File: config.mk
export PLATFORM = sky130hd
export DESIGN_NAME = fir_decim_requant_flat
export DESIGN_NICKNAME = d
export VERILOG_FILES = /design/src/rtl/fir_pkg.sv /design/src/rtl/fir_decim_requant_if.sv /design/src/rtl/fir_out_fifo2.sv /design/src/rtl/fir_decim_requant.sv /design/src/flat_wrapper.sv
export SDC_FILE = /design/constraint.sdc
export NUM_CORES = 1
export LEC_CHECK = 0
export ABC_AREA = 1
export CORE_UTILIZATION = 53
export DETAILED_ROUTE_END_ITERATION = 8
export PLACE_DENSITY = 0.87
export SLEW_MARGIN = 20
export SYNTH_ARGS = -nofsm -noshare
export SYNTH_HDL_FRONTEND = slang
export SYNTH_SLANG_ARGS = --single-unit
export TNS_END_PERCENT = 50
File: constraint.sdc
create_clock -name clk -period 2.4 [get_ports clk]
set_input_delay 0.48 -clock clk [delete_from_list [all_inputs] [get_ports clk]]
set_output_delay 0.48 -clock clk [all_outputs]
set_load 0.005 [all_outputs]
File: src/rtl/fir_pkg.sv
// Shared defaults and types for the FIR decimate/requantize stage.
package fir_pkg;

  localparam int unsigned FIR_IN_W   = 30;
  localparam int unsigned FIR_OUT_W  = 16;
  localparam int unsigned FIR_SHIFT  = 13;
  localparam int unsigned FIR_DECIM  = 4;
  localparam int unsigned FIR_DROP_W = 16;

  typedef logic [FIR_DROP_W-1:0] drop_cnt_t;

  // Phase counter width; a DECIM of 1 still needs a 1-bit register.
  function automatic int unsigned phase_w(input int unsigned decim);
    return (decim > 1) ? $clog2(decim) : 1;
  endfunction

endpackage

File: src/rtl/fir_decim_requant_if.sv
// Bus between the requantizer and its producer/consumer: enable, sample in, handshake out, status.
interface fir_decim_requant_if
  import fir_pkg::*;
#(
  parameter int unsigned IN_WIDTH  = FIR_IN_W,
  parameter int unsigned OUT_WIDTH = FIR_OUT_W
);

  logic                        en;
  logic signed [IN_WIDTH-1:0]  din;
  logic signed [OUT_WIDTH-1:0] dout;
  logic                        dout_vld;
  logic                        dout_rdy;
  logic                        ovf;
  logic                        ovf_clr;
  drop_cnt_t                   drop_cnt;

  modport master (
    output en, din, dout_rdy, ovf_clr,
    input  dout, dout_vld, ovf, drop_cnt
  );

  modport slave (
    input  en, din, dout_rdy, ovf_clr,
    output dout, dout_vld, ovf, drop_cnt
  );

endinterface

File: src/rtl/fir_out_fifo2.sv
// Two-entry synchronous FIFO; push and pop in the same cycle are both honoured even when full.
module fir_out_fifo2
  import fir_pkg::*;
#(
  parameter int unsigned Width = FIR_OUT_W
) (
  input  logic             clk,
  input  logic             n_rst,
  input  logic             i_push,
  input  logic [Width-1:0] i_data,
  input  logic             i_pop,
  output logic [Width-1:0] o_data,
  output logic             o_full,
  output logic             o_empty
);

  logic [Width-1:0] r_mem [2];
  logic             r_wptr;
  logic             r_rptr;
  logic [1:0]       r_cnt;
  logic             w_push;
  logic             w_pop;

  assign o_full  = (r_cnt == 2'd2);
  assign o_empty = (r_cnt == 2'd0);
  assign o_data  = r_mem[r_rptr];
  assign w_pop   = i_pop && !o_empty;
  // When full, a pop frees the head slot, which is exactly where the write pointer sits.
  assign w_push  = i_push && (!o_full || w_pop);

  always_ff @(posedge clk) begin
    if (!n_rst) begin
      r_mem[0] <= '0;
      r_mem[1] <= '0;
      r_wptr   <= 1'b0;
      r_rptr   <= 1'b0;
      r_cnt    <= 2'd0;
    end else begin
      if (w_push) begin
        r_mem[r_wptr] <= i_data;
        r_wptr        <= ~r_wptr;
      end
      if (w_pop) begin
        r_rptr <= ~r_rptr;
      end
      r_cnt <= r_cnt + {1'b0, w_push} - {1'b0, w_pop};
    end
  end

endmodule

File: src/rtl/fir_decim_requant.sv
// Decimate, round-half-up, shift and narrow the FIR output into a 2-entry handshake buffer.
// Define FIR_REQ_SAT_EN to saturate instead of wrapping when narrowing.
module fir_decim_requant
  import fir_pkg::*;
#(
  parameter int unsigned IN_WIDTH  = FIR_IN_W,
  parameter int unsigned OUT_WIDTH = FIR_OUT_W,
  parameter int unsigned SHIFT     = FIR_SHIFT,
  parameter int unsigned DECIM     = FIR_DECIM
) (
  input logic                clk,
  input logic                n_rst,
  fir_decim_requant_if.slave bus
);

  localparam int unsigned PhW = phase_w(DECIM);
  localparam logic [PhW-1:0] PhLast = PhW'(DECIM - 1);
  localparam logic signed [IN_WIDTH:0] RndOfs = {{IN_WIDTH{1'b0}}, 1'b1} << (SHIFT - 1);
  localparam logic signed [IN_WIDTH:0] SatMax =
    {{(IN_WIDTH - OUT_WIDTH + 2){1'b0}}, {(OUT_WIDTH - 1){1'b1}}};
  localparam logic signed [IN_WIDTH:0] SatMin =
    {{(IN_WIDTH - OUT_WIDTH + 2){1'b1}}, {(OUT_WIDTH - 1){1'b0}}};

  logic [PhW-1:0]              r_phase;
  logic signed [IN_WIDTH:0]    r1;
  logic                        r1_vld;
  logic [OUT_WIDTH-1:0]        r2;
  logic                        r2_vld;
  logic                        r_ovf;
  drop_cnt_t                   r_drop;

  logic                        w_cap;
  logic signed [IN_WIDTH:0]    w_shift;
  logic [OUT_WIDTH-1:0]        w_q;
  logic [OUT_WIDTH-1:0]        w_head;
  logic                        w_full;
  logic                        w_empty;
  logic                        w_pop;
  logic                        w_drop;

  assign w_cap   = bus.en && (r_phase == PhLast);
  assign w_shift = r1 >>> SHIFT;
  assign w_pop   = !w_empty && bus.dout_rdy;
  // The pipeline never stalls, so an arrival that finds no room is lost.
  assign w_drop  = r2_vld && w_full && !w_pop;

  always_comb begin
    w_q = OUT_WIDTH'(w_shift);
`ifdef FIR_REQ_SAT_EN
    if (w_shift > SatMax) begin
      w_q = OUT_WIDTH'(SatMax);
    end else if (w_shift < SatMin) begin
      w_q = OUT_WIDTH'(SatMin);
    end
`else
    w_q = OUT_WIDTH'(w_shift);
`endif
  end

  always_ff @(posedge clk) begin
    if (!n_rst) begin
      r_phase <= '0;
      r1      <= '0;
      r1_vld  <= 1'b0;
      r2      <= '0;
      r2_vld  <= 1'b0;
      r_ovf   <= 1'b0;
      r_drop  <= '0;
    end else begin
      if (!bus.en || (r_phase == PhLast)) begin
        r_phase <= '0;
      end else begin
        r_phase <= r_phase + 1'b1;
      end
      r1_vld <= w_cap;
      if (w_cap) begin
        r1 <= $signed({bus.din[IN_WIDTH-1], bus.din}) + RndOfs;
      end
      r2_vld <= r1_vld;
      if (r1_vld) begin
        r2 <= w_q;
      end
      // A drop in the same cycle as a clear keeps the flag set.
      if (w_drop) begin
        r_ovf <= 1'b1;
      end else if (bus.ovf_clr) begin
        r_ovf <= 1'b0;
      end
      if (w_drop && (r_drop != '1)) begin
        r_drop <= r_drop + 1'b1;
      end
    end
  end

  fir_out_fifo2 #(
    .Width(OUT_WIDTH)
  ) u_fifo (
    .clk    (clk),
    .n_rst  (n_rst),
    .i_push (r2_vld),
    .i_data (r2),
    .i_pop  (w_pop),
    .o_data (w_head),
    .o_full (w_full),
    .o_empty(w_empty)
  );

  assign bus.dout     = $signed(w_head);
  assign bus.dout_vld = !w_empty;
  assign bus.ovf      = r_ovf;
  assign bus.drop_cnt = r_drop;

endmodule

File: src/flat_wrapper.sv
// flat-port wrapper written by rule: the top's interface ports become plain ports
module fir_decim_requant_flat import fir_pkg::*;
#(
  parameter int unsigned IN_WIDTH  = FIR_IN_W,
  parameter int unsigned OUT_WIDTH = FIR_OUT_W,
  parameter int unsigned SHIFT     = FIR_SHIFT,
  parameter int unsigned DECIM     = FIR_DECIM
)
  (clk, n_rst, bus_en, bus_din, bus_dout_rdy, bus_ovf_clr, bus_dout, bus_dout_vld, bus_ovf, bus_drop_cnt);
  fir_decim_requant_if #(.IN_WIDTH(IN_WIDTH), .OUT_WIDTH(OUT_WIDTH)) bus_i ();
  input logic clk;
  input logic n_rst;
  input wire logic [$bits(bus_i.en)-1:0] bus_en;
  input wire logic [$bits(bus_i.din)-1:0] bus_din;
  input wire logic [$bits(bus_i.dout_rdy)-1:0] bus_dout_rdy;
  input wire logic [$bits(bus_i.ovf_clr)-1:0] bus_ovf_clr;
  output wire logic [$bits(bus_i.dout)-1:0] bus_dout;
  output wire logic [$bits(bus_i.dout_vld)-1:0] bus_dout_vld;
  output wire logic [$bits(bus_i.ovf)-1:0] bus_ovf;
  output wire logic [$bits(bus_i.drop_cnt)-1:0] bus_drop_cnt;
  assign bus_i.en = bus_en;
  assign bus_i.din = bus_din;
  assign bus_i.dout_rdy = bus_dout_rdy;
  assign bus_i.ovf_clr = bus_ovf_clr;
  assign bus_dout = bus_i.dout;
  assign bus_dout_vld = bus_i.dout_vld;
  assign bus_ovf = bus_i.ovf;
  assign bus_drop_cnt = bus_i.drop_cnt;
  fir_decim_requant #(.IN_WIDTH(IN_WIDTH), .OUT_WIDTH(OUT_WIDTH), .SHIFT(SHIFT), .DECIM(DECIM)) u_core (.clk(clk), .n_rst(n_rst), .bus(bus_i));
endmodule
==> results of run 1 <==
[stage by stage]
step | setup WS, ns | utilization (%) | instance area, µm² | std cells | hold slack (ns)
after floorplan | 0.5584 | - | 4250 | 530 | 0.4038
after global placement | 0.1956 | 63.60 | 4915 | 680 | 0.4105
after detailed placement | 0.1592 | 63.60 | 4915 | 680 | 0.4484
after CTS | 0.1678 | 66.00 | 5100 | 696 | 0.4602
after global routing | 0.1126 | 66.00 | 5100 | 696 | 0.4786
final | 0.1786 | 66.00 | 5100 | 696 | 0.4595
[sequential cells by signal, summed over array words and instances (netlist names), named ones only]
signal	cells
u_core.u_fifo.r_cnt	2
u_core.bus.ovf	1
u_core.bus.drop_cnt	16
u_core.r2_vld	1
u_core.u_fifo.r_rptr	1
u_core.r1_vld	1
u_core.r2	16
u_core.r1	16
u_core.u_fifo.r_mem	32
u_core.r_phase	2
u_core.u_fifo.r_wptr	1
[logic make-up (layout without fill, tap and decap cells)]
group / Yosys count / after routing / synth area share (%)
compound gates: 70 / 70 / 8.272
xor+xnor: 10 / 10 / 2.061
fa+ha+maj: 5 / 5 / 1.472
buf+inv: 93 / 157 / 8.654
flops: 90 / 90 / 49.93
mux: 16 / 16 / 4.239
simple gates: 246 / 246 / 25.37
[Yosys cell counts]
cell	number	area [µm²]
nor4_1	2	12.51
edfxtp_1	32	960.9
buf_4	1	7.510
o21ai_0	34	170.2
nand3b_1	2	15.01
nand2_1	92	345.3
a31oi_1	1	6.260
xnor2_1	5	43.79
inv_2	1	3.750
nand4_4	1	21.27
nand4_1	10	62.56
clkinv_1	1	3.750
nand2_4	3	33.78
nand3_2	1	10.01
mux2_2	16	180.2
a21oi_1	35	175.2
inv_1	75	281.5
dfxtp_1	58	1161
xor2_1	5	43.79
nor2_1	101	379.1
buf_6	1	11.26
nor3_1	2	10.01
nor2_2	4	25.02
nand2_2	3	18.77
nand3_1	21	105.1
or2_2	1	6.260
buf_2	5	25.02
clkbuf_1	8	30.03
nor2_4	3	33.78
ha_1	5	62.56
clkinv_2	1	5.000
[final cells by class]
| type | count | share of cell area (%) |
|---|---|---|
| Timing Repair Buffer | 63 | 11.97 |
| Clock buffer | 10 | 2.699 |
| Multi-Input combinational cell | 347 | 34.52 |
| Clock inverter | 6 | 0.9323 |
| Tap cell | 102 | 2.502 |
| Sequential cell | 90 | 41.61 |
| Inverter | 78 | 5.765 |
[per-layer routing]
layer  part of all wire (%)  vias to the layer above
li1                       -                     1813
met1                     47                     1607
met2                     48                       72
met3                    4.0                        4
met4                   0.55                        0
met5                      0                        -
[layout by cell type (no fill, tap or decap), types with 4 or more instances in the layout]
cell type / instances
a21oi_1: 35
buf_4: 8
clkbuf_8: 10
clkdlybuf4s50_1: 55
dfxtp_1: 58
edfxtp_1: 32
ha_1: 5
inv_1: 75
mux2_2: 16
nand2_1: 92
nand3_1: 21
nand4_1: 10
nor2_1: 101
nor2_2: 4
o21ai_0: 34
xnor2_1: 5
xor2_1: 5
[power by group]
part           switching, mW  total, mW  leakage (nW)  internal [mW]
clock                  0.540      0.956        0.0953          0.416
combinational          0.102      0.219          1.17          0.117
sequential            0.0121       1.61         0.798           1.60
total                  0.655       2.79          2.07           2.13
[final timing paths]
path / start / endpoint / slack, ns / depth (start not counted)
worst min register to register: u_core.r_phase[0] / u_core.r_phase[0] / 0.46 / 1
worst max register to register: u_core.u_fifo.r_cnt[1] / u_core.u_fifo.r_cnt[1] / 0.61 / 9
worst max-delay path: flop / bus_dout[5] / 0.18 / 3
worst min-delay path: u_core.r_phase[0] / u_core.r_phase[0] / 0.46 / 1
==> summary.txt, run 1 <==
Drt
  • DR WL/cell: 12.08 µm
  • Via count: 3496
  • Iteration count of the initial detailed-routing pass: 4
  • Post-DRT Antenna Nets: 0
  • Wire length after detailed routing: 8406 µm
  • First-iteration detailed-routing DRC count: 164
  • Remaining routing DRC violations: 0
  • Ratio of routed vias to standard cells: 5.023

CTS
  • Clock buffer depth: 2
  • Cts repair resizes: 0
  • Clock input transition at the sequential cells of the worst setup and hold paths: 0.08 ns
  • Root buffer selected by CTS: clkbuf_8
  • H-Tree Level Count: 3
  • Later-pin clock latency in the skew report: 0.35 ns
  • TritonCTS clock tree: yes
  • Post-CTS Setup Repair Bufs: 0
  • Sinks on Clock Net: 90
  • Number of hold buffers added after cts: 0
  • Total clock buffers created by CTS: 9

Floorplan
  • Floorplan row count: 32
  • Die Width: 91.55 µm
  • Die extent in y: 91.55 µm
  • I/O pins: 69
  • Initial cell density of the core: 55.00%
  • Area of the die: 8381 µm²
  • Total core area: 7727 µm²

Finish
  • Layout area overhead: 19.99%
  • Nets: 629
  • Area used by multi-input combinational logic: 1760 µm²
  • Register area: 2122 µm²
  • Count of inserted antenna diode cells: 0
  • Number of fillers in the final layout: 613
  • Fraction of final layout cells sized beyond drive strength 1: 9.596%

Worst setup path
  • Worst endpoint data arrival time: 1.74 ns
  • CP delay by family, top: buffers and inverters
  • Endpoint class of the critical path: output port
  • Count of buffer and inverter cells on the critical path: 2
  • Cell type of the slowest stage on the worst timing path: clkdlybuf4s50_1
  • Critical Path Fanout Max: 16
  • Path type of the worst setup path: flop to output port
  • List of cells traversed by the critical path: buf_4 > mux2_2 > clkdlybuf4s50_1
  • Crit path required time: 1.92 ns
  • Crit path largest cell delay: 0.45 ns
  • Kind of start point of the critical path: flop

STA
  • Tightest Pin Transition: 0.6555 ns
  • Clock skew after layout: 0.01021 ns
  • Worst relative slew slack: 56.26%
  • FMAX: 0.4502 GHz
  • Total negative setup slack: 0 ns
  • Final number of setup-violating endpoints: 0
  • Final worst path period share: 92.56%
  • Min Clock Period, post-route: 2.221 ns
  • Number of hold violations in the final report: 0
  • Unrepaired setup endpoints after global routing: no
  • Max Slew Vio Count: 0

Global routing
  • Number of global-route vias before repair: 3285
  • Met3 track utilization from global routing: 4.271%
  • First-pass GRT wire length: 14260 µm
  • Global route hottest layer: met2
  • Global-route met2 utilization: 36.47%
  • Met1 routing resource usage after global routing: 26.97%
  • GRT Overall Usage: 21.20%
  • Antenna violations before repair: 0
  • Remaining global-route overflow: 0
  • Maximum number of pins on one net before global-route repair: 23

Pwr
  • Post-layout total power: 2.789 mW
  • Pwr/cell area: 546.8 nW/µm²
  • Peak supply drop: 0.0003794 V
  • Leak Pwr: 2.065 nW

Logic synthesis
  • Unique masters post-synth: 31
  • Syn_nets: 570
  • Synthesized area: 4250 µm²
  • Sequential fraction of the synthesis area: 49.93%
  • Number of warning messages in the yosys log: 0
  • Total of flip-flops plus latches after synthesis: 90
  • Count of mapped cells out of synthesis: 530
  • Post-Syn Area per Cell: 8.019 µm²

Outcome
  • Result of the run: finished clean

Placed design
  • Input/output buffers: 55
  • DP HPWL: 6117 µm
  • Final RePlAce weighted congestion: 0.8703

Min path
  • Type of the most critical hold path: flop to flop

Job
  • Max-cap violations: 0
No activity file was read; power rests on OpenSTA's default activity.
==> run 2: changes to the inputs <==
--- a/config.mk
+++ b/config.mk
@@ -6,6 +6,7 @@
 export NUM_CORES = 1
 export LEC_CHECK = 0
 export ABC_AREA = 1
+export CORE_ASPECT_RATIO = 1.5
 export CORE_UTILIZATION = 53
 export DETAILED_ROUTE_END_ITERATION = 8
 export PLACE_DENSITY = 0.87
==> run 2 against run 1 <==
Net effect:
- clock power increased by 32%
- via count increased by 2.3%
- final cell count decreased by 0.14%
- die area about the same
- non-clock buffer count decreased by 1
- global-route usage increased by 1.9 points
- sequential cell count unchanged
- combinational power about the same
- fmax increased by 1.8%
- worst hold slack got worse by 0.020 ns
- first-iteration DRC count increased by 12%
- largest cell class unchanged
- highest routed layer unchanged
==> summary.txt, run 2 (same netlist as run 1, synthesis figures left out) <==
Outcome
  • Result of the run: finished clean

Finish
  • Post-Layout Inst Area: 5179 µm² (+1.5%)
  • Area used by multi-input combinational logic: 1760 µm² (unchanged)
  • Nets: 628 (-0.16%)
  • Number of cells in the finished layout apart from fillers: 695 (-0.14%)
  • Largest Register: u_core.u_fifo.r_mem
  • Layout area overhead: 21.84%
  • Register area: 2122 µm² (unchanged)
  • Commonest non-fill, non-tap cell in the layout: nor2_1
  • Fraction of final layout cells sized beyond drive strength 1: 9.444% (-0.15 points)
  • Count of inserted antenna diode cells: 0 (unchanged)
  • Most frequent cells in the layout: nor2_1, nand2_1, inv_1, dfxtp_1, clkdlybuf4s50_1
  • Number of fillers in the final layout: 653 (+6.5%)
  • Max reg flops: 32 (unchanged)
  • Core utilization of the finished layout: 67.17% (+1.2 points)

CTS
  • Root buffer selected by CTS: clkbuf_16
  • H-Tree Level Count: 3 (unchanged)
  • Clock buffer depth: 2 (unchanged)
  • Cts repair resizes: 0 (unchanged)
  • TritonCTS clock tree: yes
  • Post-CTS Setup Repair Bufs: 0 (unchanged)
  • Later-pin clock latency in the skew report: 0.34 ns (about the same)
  • Number of hold buffers added after cts: 0 (unchanged)
  • Clock input transition at the sequential cells of the worst setup and hold paths: 0.06 ns (-0.02 ns)
  • Total clock buffers created by CTS: 9 (unchanged)
  • Sinks on Clock Net: 90 (unchanged)

Drt
  • Via count: 3576 (+2.3%)
  • Post-DRT Antenna Nets: 0 (unchanged)
  • Wire length after detailed routing: 8807 µm (+4.8%)
  • Ratio of routed vias to standard cells: 5.145 (+2.4%)
  • Remaining routing DRC violations: 0 (unchanged)
  • Iteration count of the initial detailed-routing pass: 5 (+1)
  • First-iteration detailed-routing DRC count: 184 (+12%)
  • DR WL/cell: 12.67 µm (+4.9%)

Floorplan
  • I/O pins: 69 (unchanged)
  • Die Width: 75.12 µm (-18%)
  • Die extent in y: 111.7 µm (+22%)
  • Total core area: 7710 µm² (-0.23%)
  • Initial cell density of the core: 55.13% (+0.12 points)
  • Floorplan row count: 39 (+22%)
  • Area of the die: 8389 µm² (about the same)

Min path
  • Terminating pin of the worst hold path: u_core.r_phase[0]
  • Number of stages on the worst hold path: 1 (unchanged)
  • Min-Delay Startpoint: u_core.r_phase[0]
  • Type of the most critical hold path: flop to flop

STA
  • FMAX: 0.4584 GHz (+1.8%)
  • Worst Slack Setup Final: 0.2183 ns (+0.03970 ns)
  • Unrepaired setup endpoints after global routing: no
  • Worst relative slew slack: 57.08% (+0.82 points)
  • Final number of setup-violating endpoints: 0 (unchanged)
  • Final worst path period share: 90.91% (-1.7 points)
  • Tightest Pin Transition: 0.6431 ns (-0.01235 ns)
  • Min Clock Period, post-route: 2.182 ns (-0.03970 ns)
  • Max Slew Vio Count: 0 (unchanged)
  • Number of hold violations in the final report: 0 (unchanged)
  • Clock skew after layout: 0.008189 ns (-0.002020 ns)
  • Total negative setup slack: 0 ns (unchanged)

Worst setup path
  • R2R Path End: u_core.u_fifo.r_cnt[1]
  • Worst endpoint data arrival time: 1.70 ns (-0.04 ns)
  • Cell type of the slowest stage on the worst timing path: clkdlybuf4s50_1
  • Endpoint class of the critical path: output port
  • Path type of the worst setup path: flop to output port
  • Count of buffer and inverter cells on the critical path: 2 (unchanged)
  • List of cells traversed by the critical path: buf_4 > mux2_2 > clkdlybuf4s50_1
  • Setup slack on the worst flop-to-flop path: 0.64 ns (+0.03 ns)
  • Worst path depth: 3 (unchanged)
  • Worst Reg-to-Reg Cells: 9 (unchanged)
  • Worst reg2reg startpoint: u_core.u_fifo.r_cnt[1]
  • Crit path largest cell delay: 0.46 ns (about the same)
  • Crit path required time: 1.92 ns (about the same)
  • Critical Path Fanout Max: 16 (unchanged)
  • Kind of start point of the critical path: flop
  • CP delay by family, top: buffers and inverters

Global routing
  • Maximum number of pins on one net before global-route repair: 30 (+30%)
  • Number of global-route vias before repair: 3515 (+7.0%)
  • GRT Overall Usage: 23.07% (+1.9 points)
  • First-pass GRT wire length: 14970 µm (+5.0%)
  • Antenna violations before repair: 0 (unchanged)
  • Remaining global-route overflow: 0 (unchanged)

Placed design
  • DP HPWL: 6269 µm (+2.5%)
  • Placed Cells: 679 (-0.15%)
  • Placed inst area: 4907 µm² (-0.15%)
  • Input/output buffers: 55 (unchanged)
  • Final RePlAce weighted congestion: 0.9009 (+3.5%)
  • Pre-CTS setup slack: 0.1942 ns (+0.03500 ns)

Pwr
  • Peak supply drop: 0.0004535 V (+20%)
  • Leak Pwr: 2.094 nW (+1.4%)
  • Pwr/cell area: 597.8 nW/µm² (+9.3%)

Job
  • Max-cap violations: 0 (unchanged)
## run 2: cell types whose count changed in the layout (fill, tap and decap cells not counted), moves of 2 or more
| cell | previous run | this run |
|---|---|---|
| clkbuf_16 | 0 | 9 |
| clkbuf_8 | 10 | 0 |
| clkinv_2 | 1 | 3 |
| clkinvlp_4 | 0 | 2 |
| inv_6 | 3 | 1 |
## run 2: worst reg2reg max path, cell delays in order, from the launching register on
cell and delay (ns):
dfxtp_1 0.37, or2_2 0.32, nand2_1 0.06, inv_1 0.07, ha_1 0.28, inv_1 0.04, ha_1 0.17, xor2_1 0.15
o21ai_0 0.14, a21oi_1 0.05
## run 2: metrics by stage
step / total power, mW / hold slack, ns
floorplan: 1.755 / 0.4038
global placement: 1.857 / 0.4103
detailed placement: 1.867 / 0.4297
CTS: 3.112 / 0.4385
global route: 3.196 / 0.4630
finish: 3.096 / 0.4390
## run 2: worst max path at each step
| stage | start | endpoint |
|---|---|---|
| after floorplan | bus_dout_rdy | u_core.u_fifo.r_mem[0][0] |
| after global placement | bus_dout_rdy | u_core.u_fifo.r_cnt[1] |
| after detailed placement | bus_dout_rdy | u_core.u_fifo.r_cnt[1] |
| after CTS | flop | bus_dout[8] |
| after global routing | flop | bus_dout[2] |
| final | flop | bus_dout[8] |
## run 2: final cells by class
type | count | share of cell area (%)
Clock inverter | 6 | 0.8215
Tap cell | 102 | 2.464
Timing Repair Buffer | 62 | 11.65
Multi-Input combinational cell | 347 | 33.99
Clock buffer | 10 | 4.421
Sequential cell | 90 | 40.98
Inverter | 78 | 5.678
## run 2: where the power goes
part           internal [mW]  total, mW  switching, mW
clock                  0.702       1.26          0.561
sequential              1.60       1.62         0.0123
combinational          0.115      0.216          0.101
total                   2.42       3.10          0.674
## run 2: layer usage
layer  routed length, µm  vias to the layer above  share of wire (%)  track usage (%)
met5                   0                        -                  0                0
met4                 220                        0                2.5            10.69
met3                 355                       20                4.0            3.167
met2                4823                      104                 55            42.40
met1                3408                     1636                 39            24.93
li1                    -                     1816                  -                -
